### src/rtl/uart_receiver.sv
`timescale 1ns/1ps
// uart_receiver
// 8N1 serial receiver: 1 start bit, 8 data bits LSB first, 1 stop bit, no parity.
// Recovers bytes from an asynchronous RX line into the clk domain and delivers each
// good byte with a one-cycle valid strobe; a low stop bit gives a one-cycle
// framing_error strobe instead.
//
// Ports
//   clk            in   system clock, rising edge
//   reset          in   asynchronous active-low reset
//   port           in   serial RX line, asynchronous to clk, idles high
//   data           out  [7:0] last correctly received byte, held until the next good frame
//   valid          out  one-cycle strobe, data updated this cycle
//   framing_error  out  one-cycle strobe, stop bit sampled low
//   active         out  high while a frame is in progress (START, DATA, STOP)
//
// state      | meaning
// -----------+-----------------------------------------------------------
// IDLE       | line idle, waiting for rx_sync to fall
// START      | waiting for start-bit mid-point; high there means glitch
// DATA       | sampling 8 data bits, one every CLKS_PER_BIT cycles
// STOP       | sampling stop bit; high -> valid, low -> framing_error
// BREAK_WAIT | after a framing error, wait for the line to return high
module uart_receiver #(
  parameter int CLKS_PER_BIT = 12000000 / 115200
) (
  input  logic       clk,
  input  logic       reset,
  input  logic       port,
  output logic [7:0] data,
  output logic       valid,
  output logic       framing_error,
  output logic       active
);

  localparam int          HALF   = CLKS_PER_BIT / 2;
  localparam logic [31:0] HALF_M1 = 32'(HALF - 1);
  localparam logic [31:0] BIT_M1  = 32'(CLKS_PER_BIT - 1);

  typedef enum logic [2:0] {
    S_IDLE,
    S_START,
    S_DATA,
    S_STOP,
    S_BREAK_WAIT
  } state_t;

  state_t      state_q, state_d;
  logic        sync_meta_q, sync_meta_d;
  logic        rx_sync_q, rx_sync_d;
  logic [31:0] clock_count_q, clock_count_d;
  logic [2:0]  bit_index_q, bit_index_d;
  logic [7:0]  shift_reg_q, shift_reg_d;
  logic [7:0]  data_q, data_d;
  logic        valid_q, valid_d;
  logic        framing_error_q, framing_error_d;

  always_ff @(posedge clk or negedge reset) begin
    if (!reset) begin
      state_q         <= S_IDLE;
      sync_meta_q     <= 1'b1;
      rx_sync_q       <= 1'b1;
      clock_count_q   <= '0;
      bit_index_q     <= '0;
      shift_reg_q     <= '0;
      data_q          <= '0;
      valid_q         <= 1'b0;
      framing_error_q <= 1'b0;
    end else begin
      state_q         <= state_d;
      sync_meta_q     <= sync_meta_d;
      rx_sync_q       <= rx_sync_d;
      clock_count_q   <= clock_count_d;
      bit_index_q     <= bit_index_d;
      shift_reg_q     <= shift_reg_d;
      data_q          <= data_d;
      valid_q         <= valid_d;
      framing_error_q <= framing_error_d;
    end
  end

  always_comb begin
    sync_meta_d     = port;
    rx_sync_d       = sync_meta_q;
    state_d         = state_q;
    clock_count_d   = clock_count_q + 32'd1;
    bit_index_d     = bit_index_q;
    shift_reg_d     = shift_reg_q;
    data_d          = data_q;
    valid_d         = 1'b0;
    framing_error_d = 1'b0;

    case (state_q)
      S_IDLE: begin
        clock_count_d = '0;
        if (!rx_sync_q) state_d = S_START;
      end

      S_START: begin
        if (clock_count_q == HALF_M1) begin
          clock_count_d = '0;
          state_d       = rx_sync_q ? S_IDLE : S_DATA;
        end
      end

      S_DATA: begin
        if (clock_count_q == BIT_M1) begin
          clock_count_d            = '0;
          shift_reg_d[bit_index_q] = rx_sync_q;
          if (bit_index_q == 3'd7) begin
            bit_index_d = '0;
            state_d     = S_STOP;
          end else begin
            bit_index_d = bit_index_q + 3'd1;
          end
        end
      end

      S_STOP: begin
        if (clock_count_q == BIT_M1) begin
          clock_count_d = '0;
          if (rx_sync_q) begin
            data_d  = shift_reg_q;
            valid_d = 1'b1;
            state_d = S_IDLE;
          end else begin
            framing_error_d = 1'b1;
            state_d         = S_BREAK_WAIT;
          end
        end
      end

      // A held-low line must not be mistaken for a stream of new start bits.
      S_BREAK_WAIT: begin
        clock_count_d = '0;
        if (rx_sync_q) state_d = S_IDLE;
      end

      default: begin
        clock_count_d = '0;
        bit_index_d   = '0;
        state_d       = S_IDLE;
      end
    endcase
  end

  assign data          = data_q;
  assign valid         = valid_q;
  assign framing_error = framing_error_q;
  assign active        = (state_q == S_START) || (state_q == S_DATA) || (state_q == S_STOP);

endmodule

### config.mk
export PLATFORM = sky130hd
export DESIGN_NAME = uart_receiver
export DESIGN_NICKNAME = d
export VERILOG_FILES = /design/src/rtl/uart_receiver.sv
export SDC_FILE = /design/constraint.sdc
export NUM_CORES = 1
export LEC_CHECK = 0
export BUFFER_PORTS_ARGS = -buffer_cell sky130_fd_sc_hd__buf_2
export CAP_MARGIN = 15
export CORE_UTILIZATION = 61
export DETAILED_ROUTE_END_ITERATION = 7
export PLACE_DENSITY = 0.75
export RECOVER_POWER = 50
export SYNTH_ARGS = -nofsm -noshare
export SYNTH_HDL_FRONTEND = slang
export SYNTH_SLANG_ARGS = --single-unit
export TNS_END_PERCENT = 30
### constraint.sdc
create_clock -name clk -period 3.4 [get_ports clk]
set_clock_uncertainty 0.1 [all_clocks]
set_input_delay 0.68 -clock clk [delete_from_list [all_inputs] [get_ports clk]]
set_output_delay 0.68 -clock clk [all_outputs]
set_load 0.02 [all_outputs]
==> results.sh, run 1 <==
export IMPL_port_buffers=13
export IMPL_fmax_ghz=0.376
export IMPL_p_int_mw=1.07
export IMPL_drc=0
export IMPL_totalPowerFinal_mw=1.36
export IMPL_clockBufferDepth=2
export IMPL_numPlacedInstances=344
export IMPL_yosys_warnings=0
export IMPL_grt_pass1_vias=2092
export IMPL_final_nets=294
export IMPL_yosysTopAreaCell="dfrtp_1"
export IMPL_finalWeightedCongestion=0.829
export IMPL_wl_met3_um=245
export IMPL_required_ns=3.52
export IMPL_grt_antenna_before_repair=0
export IMPL_vias=2131
export IMPL_ys_seq_elements=58
export IMPL_wl_per_cell_um=16.2
export IMPL_path_cells="nor4_1, nand3_1, nor3_1, and4_1, mux2_2"
export IMPL_clock_sinks=58
export IMPL_violations="capacitance limit, slew limit"
export IMPL_synth_top_cell_area_share_pct=46.7
export IMPL_overflow=0
export IMPL_worstPathMaxFanout=7
export IMPL_start_util_pct=63.6
export IMPL_fin_crit_ns=2.66
export IMPL_final_cells=360
export IMPL_grt_util_all_layers_pct=25.9
export IMPL_via_per_inst=5.92
export IMPL_antenna_cells=0
export IMPL_cts_resized=0
export IMPL_async_reset_ff_share_pct=100
export IMPL_synth_nets=280
export IMPL_arrival_ns=2.78
export IMPL_tns_ns=0
export IMPL_clkSlewWorstSetupHoldPaths_ns=0.07
export IMPL_layout_commonest_cell="dfrtp_1"
export IMPL_ctsHoldBuffers=0
export IMPL_post_cts_buffers=0
export IMPL_max_stage_delay_ns=0.70
export IMPL_netSwitchingPower_mw=0.288
export IMPL_pin_count=14
export IMPL_critPathLaunchType="register"
export IMPL_wl_met1_um=2580
export IMPL_htreeDepth=3
export IMPL_post_dp_hpwl_um=3790
export IMPL_maxCapViolCount=1
export IMPL_hp_class="register to register"
export IMPL_hold_violations=0
export IMPL_insertion_delay_ns=0.33
export IMPL_finalSetupViolCount=0
export IMPL_synth_main_ff_cell="dfrtp_1"
export IMPL_switching_share_pct=21.2
export IMPL_outcome="complete, but fails checks"
export IMPL_synth_avg_cell_area_um2=11.0
export IMPL_finalWirelength_um=5840
export IMPL_grt_pass1_wl_um=10100
export IMPL_die_area_mm2=0.00521
export IMPL_fin_ws_ns=0.743
export IMPL_worst_pin_slew_ns=1.65
export IMPL_cts_root_buf="clkbuf_8"
export IMPL_drt_pass1_iterations=4
export IMPL_syn_inst=274
export IMPL_maxSlewHeadroom_pct=-9.95
export IMPL_power_leakage_nw=1.51
export IMPL_synth_seq_area_share_pct=48.4
export IMPL_grt_max_degree=31
export IMPL_synthToLayoutAreaGrowth_pct=11.4
export IMPL_final_cell_mix="56 x dfrtp_1, 31 x a21oi_1, 18 x nand4_1, 18 x xor2_1, 15 x nor2_1"
export IMPL_cp_end_kind="register"
export IMPL_wl_met2_um=2920
export IMPL_grt_setup_unrepaired="false"
export IMPL_synth_edf_count=0
export IMPL_coreArea_mm2=0.00472
export IMPL_die_w_um=72.2
export IMPL_fp_row_count=25
export IMPL_maxSlewViolCount=30
export IMPL_cts_buffers=9
export IMPL_path_class="register to register"
export IMPL_p_per_area_mw_per_mm2=406
export IMPL_p_seq_share_pct=51.2
export IMPL_irDropWorstVdd_mv=0.389
export IMPL_netlist_area_mm2=0.00300
export IMPL_top_layer="met4"
export IMPL_fin_crit_sh_pct=78.2
export IMPL_power_frac_clock_pct=47.5
export IMPL_drt_initial_drc_count=171
export IMPL_final_antenna_net_count=0
export IMPL_cts_tree="done"
export IMPL_ys_types=41
export IMPL_worst_path_max_delay_cell="nor3_1"
export IMPL_synth_area_leaders="dfrtp_1 47%, xor2_1 5.2%, a21oi_1 5.2%"
export IMPL_die_h_um=72.2
export IMPL_dp_slack_ns=0.793
export IMPL_combPwrFrac_pct=1.3
export IMPL_drive_gt1_share_pct=19.5
## layout make-up
| cell class | count | area [µm²] |
|---|---|---|
| Clock buffer | 11 | 151 |
| Multi-Input combinational cell | 199 | 1490 |
| Tap cell | 67 | 83.8 |
| Sequential cell | 58 | 1450 |
| Timing Repair Buffer | 17 | 103 |
| Inverter | 3 | 11.3 |
| Fill cell | 351 | 1380 |
| Clock inverter | 5 | 52.6 |
## routing by layer
| layer | global-route usage (%) | vias to the layer above |
|---|---|---|
| met5 | 0 | - |
| met1 | 33.6 | 1045 |
| met3 | 7.08 | 10 |
| li1 | - | 1028 |
| met2 | 42.2 | 48 |
| met4 | 8.71 | 0 |
## stage by stage
stage | hold slack, ns | cell area, µm² | utilization [%]
after floorplan | 0.245 | 3000 | -
after global placement | 0.247 | 3150 | 66.6
after detailed placement | 0.249 | 3150 | 66.6
after CTS | 0.259 | 3350 | 70.9
after global routing | 0.266 | 3350 | 70.8
final | 0.258 | 3350 | 70.8
## critical path, delay by kind of cell, from the launching register on
family / cells / cell delay, ns
flip-flops: 1 / 0.42
AND/OR/NAND/NOR: 4 / 1.70
multiplexers: 1 / 0.34
## kinds of logic after synthesis
family          share of synthesized area [%]
compound gates                           8.21
mux                                      7.67
flops                                    48.4
buf+inv                                  2.25
fa+ha+maj                                1.25
xor+xnor                                 8.75
simple gates                             23.5
## power by group through the flow
| stage | Clock (mW) | Combinational, mW | Sequential [mW] |
|---|---|---|---|
| after floorplan | 0 | 0.00188 | 0.706 |
| after global placement | 0 | 0.0182 | 0.708 |
| after detailed placement | 0 | 0.0184 | 0.708 |
| after CTS | 0.662 | 0.0183 | 0.695 |
| after global routing | 0.685 | 0.0205 | 0.695 |
| final | 0.645 | 0.0171 | 0.695 |
## worst paths after layout
path / startpoint / to / slack [ns] / cells past startpoint
setup / recovery: clock_count_q[25]$_DFF_PN0_ / shift_reg_q[6]$_DFFE_PN0P_ / 0.74 / 5
max in group asynchronous: reset / clock_count_q[24]$_DFF_PN0_ / 1.58 / 1
setup reg to reg: clock_count_q[25]$_DFF_PN0_ / shift_reg_q[6]$_DFFE_PN0P_ / 0.74 / 5
hold / removal: rx_sync_d$_DFF_PN1_ / rx_sync_q$_DFF_PN1_ / 0.26 / 0
min in group asynchronous: reset / bit_index_q[1]$_DFFE_PN0P_ / 0.66 / 1
hold reg to reg: rx_sync_d$_DFF_PN1_ / rx_sync_q$_DFF_PN1_ / 0.26 / 0
## registers in the layout, indices dropped and copies added, names as in the netlist
name and cells:
shift_reg_q 8, clock_count_q 32, framing_error 1, rx_sync_d 1, state_q 3, bit_index_q 3, valid 1, rx_sync_q 1
data 8
## synth_stat cells, drive strengths merged (2+ instances only)
cell,n
dfstp,2
and3,7
nor2,15
nand4,19
mux2,16
a21oi,31
nand2,12
ha,3
clkbuf,12
xnor2,12
nor2b,5
o2bb2ai,2
nor4,8
dfrtp,56
nand3,12
xor2,18
mux2i,2
nand4b,4
nor3,6
buf,2
or3,2
and2,9
inv,3
and4,7
Power figures use the tool's default switching activity.
==> inputs of run 2 (changes only) <==
- ABC_AREA: not set -> 1
- clock period: 3.4 -> 2.55 ns (I/O delays scaled with it)
==> run 2 against run 1 <==
The run now ends clean. Clock power up 48%. Global-route usage is 4.4 points higher. First-iteration DRC count rose by 44%. Largest power group is now clock. Highest routed layer unchanged.
==> results.sh, run 2 <==
export IMPL_outcome="finished clean"
export IMPL_ys_types=28
export IMPL_clock_sinks=58
export IMPL_wl_per_cell_um=13.7
export IMPL_post_dp_hpwl_um=5500
export IMPL_finalWeightedCongestion=0.912
export IMPL_cp_end_kind="register"
export IMPL_clockBufferDepth=2
export IMPL_tns_ns=0
export IMPL_totalPowerFinal_mw=1.90
export IMPL_grt_pass1_wl_um=12400
export IMPL_die_h_um=74.7
export IMPL_irDropWorstVdd_mv=0.469
export IMPL_coreArea_mm2=0.00511
export IMPL_hold_violations=0
export IMPL_cts_buffers=9
export IMPL_synthToLayoutAreaGrowth_pct=11.0
export IMPL_cts_resized=0
export IMPL_netlist_area_mm2=0.00322
export IMPL_synth_avg_cell_area_um2=7.19
export IMPL_cts_tree="done"
export IMPL_finalSetupViolCount=0
export IMPL_cts_root_buf="clkbuf_8"
export IMPL_die_area_mm2=0.00557
export IMPL_synth_most_common_cell="nand2_1"
export IMPL_hp_class="primary input to register"
export IMPL_drc=0
export IMPL_via_per_inst=5.42
export IMPL_fmax_ghz=0.467
export IMPL_power_leakage_nw=1.59
export IMPL_synth_seq_area_share_pct=45.1
export IMPL_layout_commonest_cell="nand2_1"
export IMPL_ys_seq_elements=58
export IMPL_yosys_warnings=0
export IMPL_path_class="register to register"
export IMPL_drt_pass1_iterations=5
export IMPL_numPlacedInstances=527
export IMPL_synth_edf_count=0
export IMPL_fin_crit_ns=2.14
export IMPL_worst_pin_slew_ns=1.35
export IMPL_critPathLaunchType="register"
export IMPL_overflow=0
export IMPL_drt_initial_drc_count=247
export IMPL_synth_main_ff_cell="dfrtp_1"
export IMPL_grt_util_all_layers_pct=30.2
export IMPL_start_util_pct=63.1
export IMPL_worstPathMaxFanout=21
export IMPL_vias=2944
export IMPL_holdWs_ns=0.158
export IMPL_drive_gt1_share_pct=9.09
export IMPL_insertion_delay_ns=0.34
export IMPL_htreeDepth=3
export IMPL_maxSlewViolCount=0
export IMPL_largest_reg_flops=32
export IMPL_maxSlewHeadroom_pct=9.91
export IMPL_post_cts_buffers=0
export IMPL_die_w_um=74.7
export IMPL_required_ns=2.68
export IMPL_grt_antenna_before_repair=0
export IMPL_pin_count=14
export IMPL_ctsHoldBuffers=0
export IMPL_synth_nets=454
export IMPL_synth_area_leaders="dfrtp_1 44%, nand2_1 17%, nor2_1 8.5%"
export IMPL_p_per_area_mw_per_mm2=532
export IMPL_grt_setup_unrepaired="false"
export IMPL_fp_row_count=26
export IMPL_fin_crit_sh_pct=83.9
export IMPL_final_cell_mix="146 x nand2_1, 73 x nor2_1, 56 x dfrtp_1, 39 x inv_1, 26 x a21oi_1"
export IMPL_finalWirelength_um=7440
export IMPL_async_reset_ff_share_pct=100
export IMPL_syn_inst=448
export IMPL_final_antenna_net_count=0
export IMPL_clkSlewWorstSetupHoldPaths_ns=0.07
export IMPL_arrival_ns=2.27
export IMPL_regMostFlops="clock_count_q"
export IMPL_grt_pass1_vias=2828
export IMPL_ys_top_cells_by_count="146 x nand2_1, 73 x nor2_1, 56 x dfrtp_1, 39 x inv_1, 26 x a21oi_1"
export IMPL_grt_max_degree=36
export IMPL_port_buffers=13
export IMPL_antenna_cells=0
export IMPL_final_nets=474
export IMPL_final_cells=543
export IMPL_synth_top_cell_area_share_pct=43.5
export IMPL_yosysTopAreaCell="dfrtp_1"
export IMPL_maxCapViolCount=0
run 2: cell count changes after synthesis, moves of 8 or more:
| cell | delta |
|---|---|
| and2_1 | -9 |
| nand4_1 | -12 |
| nand3_1 | +14 |
| nor2_1 | +58 |
| o21ai_1 | +9 |
| nand2_1 | +135 |
| inv_1 | +36 |
| xor2_1 | -12 |
| mux2_2 | -8 |
| mux2_4 | -8 |
run 2: cells by family (layout without fill, tap and decap cells):
group | Yosys count | in the layout | share of synthesized area [%]
flops | 58 | 58 | 45.1
xor+xnor | 14 | 14 | 3.81
simple gates | 275 | 275 | 35.6
fa+ha+maj | 3 | 3 | 1.17
compound gates | 50 | 50 | 8.24
buf+inv | 48 | 73 | 6.06
run 2: final timing paths:
kind                       slack [ns]  depth (start not counted)                          end                       start
setup / recovery                 0.41                         10       state_q[1]$_DFFE_PN0P_  clock_count_q[0]$_DFF_PN0_
hold / removal                   0.16                          1          rx_sync_d$_DFF_PN1_                        port
setup reg to reg                 0.41                         10       state_q[1]$_DFFE_PN0P_  clock_count_q[0]$_DFF_PN0_
max in group asynchronous        0.50                          2  clock_count_q[29]$_DFF_PN0_                       reset
hold reg to reg                  0.26                          0          rx_sync_q$_DFF_PN1_         rx_sync_d$_DFF_PN1_
min in group asynchronous        0.36                          1  clock_count_q[16]$_DFF_PN0_                       reset
run 2: cell type report:
type	instances	area, µm²
Fill cell	444	1530
Clock buffer	9	124
Inverter	40	150
Multi-Input combinational cell	342	1570
Clock inverter	7	101
Timing Repair Buffer	17	87.6
Tap cell	70	87.6
Sequential cell	58	1450
run 2: per-layer routing:
metal | GRT usage, % | routed length, µm
met5 | 0 | 0
met4 | 13.0 | 209
met3 | 6.56 | 325
met2 | 53.0 | 3710
met1 | 35.9 | 3200
run 2: critical path, stage by stage (launching register included):
cell	delay (ns)
dfrtp_1	0.43
ha_1	0.25
nand2_2	0.11
inv_1	0.09
nand3_1	0.09
nor2_2	0.15
nand2_2	0.15
nand2_2	0.34
nand3_1	0.16
nand2_1	0.10
nand2_1	0.05
run 2: power breakdown:
group | switching, mW | total [mW] | internal (mW)
clock network | 0.399 | 0.954 | 0.556
registers | 0.00121 | 0.924 | 0.923
logic | 0.0210 | 0.0227 | 0.00174
total | 0.421 | 1.90 | 1.48
run 2: through the flow:
stage	setup slack (ns)	util, %	area (µm²)
finish	0.410	70.0	3580
global route	0.0926	70.0	3580
CTS	0.398	70.4	3600
detailed placement	0.471	66.0	3370
global placement	0.558	66.0	3370
floorplan	0.869	-	3220
==> inputs of run 3 (changes only) <==
- clock period: 2.55 -> 2.1 ns (I/O delays scaled with it)
==> run 3 against run 2 <==
Hold slack lost 0.090 ns. Combinational power rose by 30%. Non-clock buffer count rose by 3. Via count shrank 3.5%. Final cell count rose by 0.55%. Die area unchanged. Register-to-register slack worse by 0.20 ns. Sequential power up 21%. Critical path type unchanged. Largest power group unchanged. Highest routed layer unchanged.
==> results.sh, run 3 (synthesis results as in run 2) <==
export IMPL_outcome="finished clean"
export IMPL_cts_tree="done"
export IMPL_holdWs_ns=0.0683
export IMPL_via_per_inst=5.20
export IMPL_fmax_ghz=0.529
export IMPL_finalWeightedCongestion=0.916
export IMPL_die_area_mm2=0.00557
export IMPL_path_cells="ha_2, nand2_2, inv_1, nand3_1, nor2_2, nand4_1, nand2_1, nand2_1"
export IMPL_final_antenna_net_count=0
export IMPL_cts_root_buf="clkbuf_8"
export IMPL_fin_crit_sh_pct=90.0
export IMPL_grt_util_all_layers_pct=28.6
export IMPL_fp_row_count=26
export IMPL_final_cells=546
export IMPL_fin_crit_ns=1.89
export IMPL_tns_ns=0
export IMPL_irDropWorstVdd_mv=0.688
export IMPL_final_area_mm2=0.00362
export IMPL_die_w_um=74.7
export IMPL_worst_pin_slew_ns=0.526
export IMPL_layout_commonest_cell="nand2_1"
export IMPL_antenna_cells=0
export IMPL_largest_reg_flops=32
export IMPL_finalWirelength_um=7180
export IMPL_grt_pass1_vias=2652
export IMPL_power_leakage_nw=1.59
export IMPL_p_per_area_mw_per_mm2=641
export IMPL_place_area_mm2=0.00340
export IMPL_regArea_mm2=0.00145
export IMPL_grt_setup_unrepaired="false"
export IMPL_grt_pass1_wl_um=11700
export IMPL_fillCellCount=436
export IMPL_numPlacedInstances=529
export IMPL_post_dp_hpwl_um=5350
export IMPL_drc=0
export IMPL_max_stage_delay_ns=0.43
export IMPL_regMostFlops="clock_count_q"
export IMPL_critPathLaunchType="register"
export IMPL_maxSlewHeadroom_pct=64.9
export IMPL_htreeDepth=3
export IMPL_finalSetupViolCount=0
export IMPL_port_buffers=13
export IMPL_clock_sinks=58
export IMPL_cp_end_kind="register"
export IMPL_worstPathMaxFanout=8
export IMPL_clockBufferDepth=2
export IMPL_crit_path_frequent_cell="nand2_1"
export IMPL_arrival_ns=2.03
export IMPL_final_cell_mix="146 x nand2_1, 73 x nor2_1, 56 x dfrtp_1, 39 x inv_1, 26 x a21oi_1"
export IMPL_drive_gt1_share_pct=8.40
export IMPL_path_class="register to register"
export IMPL_die_h_um=74.7
export IMPL_hp_class="primary input to register"
export IMPL_coreArea_mm2=0.00511
export IMPL_pin_count=14
export IMPL_synthToLayoutAreaGrowth_pct=12.5
export IMPL_cts_buffers=9
export IMPL_start_util_pct=63.1
export IMPL_wl_per_cell_um=13.1
export IMPL_final_nets=477
export IMPL_maxSlewViolCount=0
export IMPL_worst_path_max_delay_cell="dfrtp_1"
export IMPL_grt_antenna_before_repair=0
export IMPL_postLayoutCoreUtil_pct=70.9
export IMPL_drt_pass1_iterations=4
export IMPL_clkSlewWorstSetupHoldPaths_ns=0.07
export IMPL_insertion_delay_ns=0.35
export IMPL_overflow=0
export IMPL_maxCapViolCount=0
export IMPL_drt_initial_drc_count=186
export IMPL_vias=2841
export IMPL_hold_violations=0
export IMPL_multi_input_area_mm2=0.00158
export IMPL_grt_max_degree=25
export IMPL_required_ns=2.24
[run 3: repair_timing]
item,CTS,global route
setup endpoints to repair,0,1
resized for setup,0,2
hold endpoints to repair,20,0
hold buffers,1,0
buffers inserted,0,0
[run 3: final cells by class]
| class | instances | area share, % |
|---|---|---|
| timing repair buffer | 20 | 3.52 |
| clock buffer | 9 | 3.42 |
| sequential | 58 | 40.1 |
| inverter | 40 | 4.14 |
| multi-input combinational | 342 | 43.6 |
| clock inverter | 7 | 2.80 |
| tap | 70 | 2.42 |
[run 3: final timing paths]
path / from / endpoint / slack, ns / cells past startpoint
worst max-delay path: clock_count_q[0]$_DFF_PN0_ / data[4]$_DFFE_PN0P_ / 0.21 / 8
worst min-delay path: port / rx_sync_d$_DFF_PN1_ / 0.07 / 1
worst max register to register: clock_count_q[0]$_DFF_PN0_ / data[4]$_DFFE_PN0P_ / 0.21 / 8
worst min register to register: rx_sync_d$_DFF_PN1_ / rx_sync_q$_DFF_PN1_ / 0.26 / 0
max in group asynchronous: reset / clock_count_q[28]$_DFF_PN0_ / 0.54 / 3
min in group asynchronous: reset / clock_count_q[16]$_DFF_PN0_ / 0.47 / 2
[run 3: power breakdown]
group          total (mW)  switching (mW)  internal (mW)  leakage [nW]
logic              0.0294          0.0251        0.00426         0.691
clock network        1.17           0.495          0.677         0.106
registers            1.12         0.00152           1.12         0.789
total                2.32           0.522           1.80          1.59
[run 3: worst max-delay path: cells and delay by family (launching register included)]
kind                     cells  cell delay [ns]
AND/OR/NAND/NOR              6             0.93
buffers and inverters        1             0.09
adder cells (fa/ha/maj)      1             0.24
flip-flops                   1             0.43
[run 3: metal layers]
layer	part of all wire, %	track usage (%)
met5	0	0
met4	2.2	14.9
met3	3.7	8.43
met2	49	47.9
met1	45	33.4
[run 3: metrics by stage]
stage	total power, mW	setup slack (ns)
CTS	2.36	0.206
global placement	1.17	0.264
detailed placement	1.17	0.223
finish	2.32	0.209
floorplan	1.15	0.419
global route	2.41	0.0141
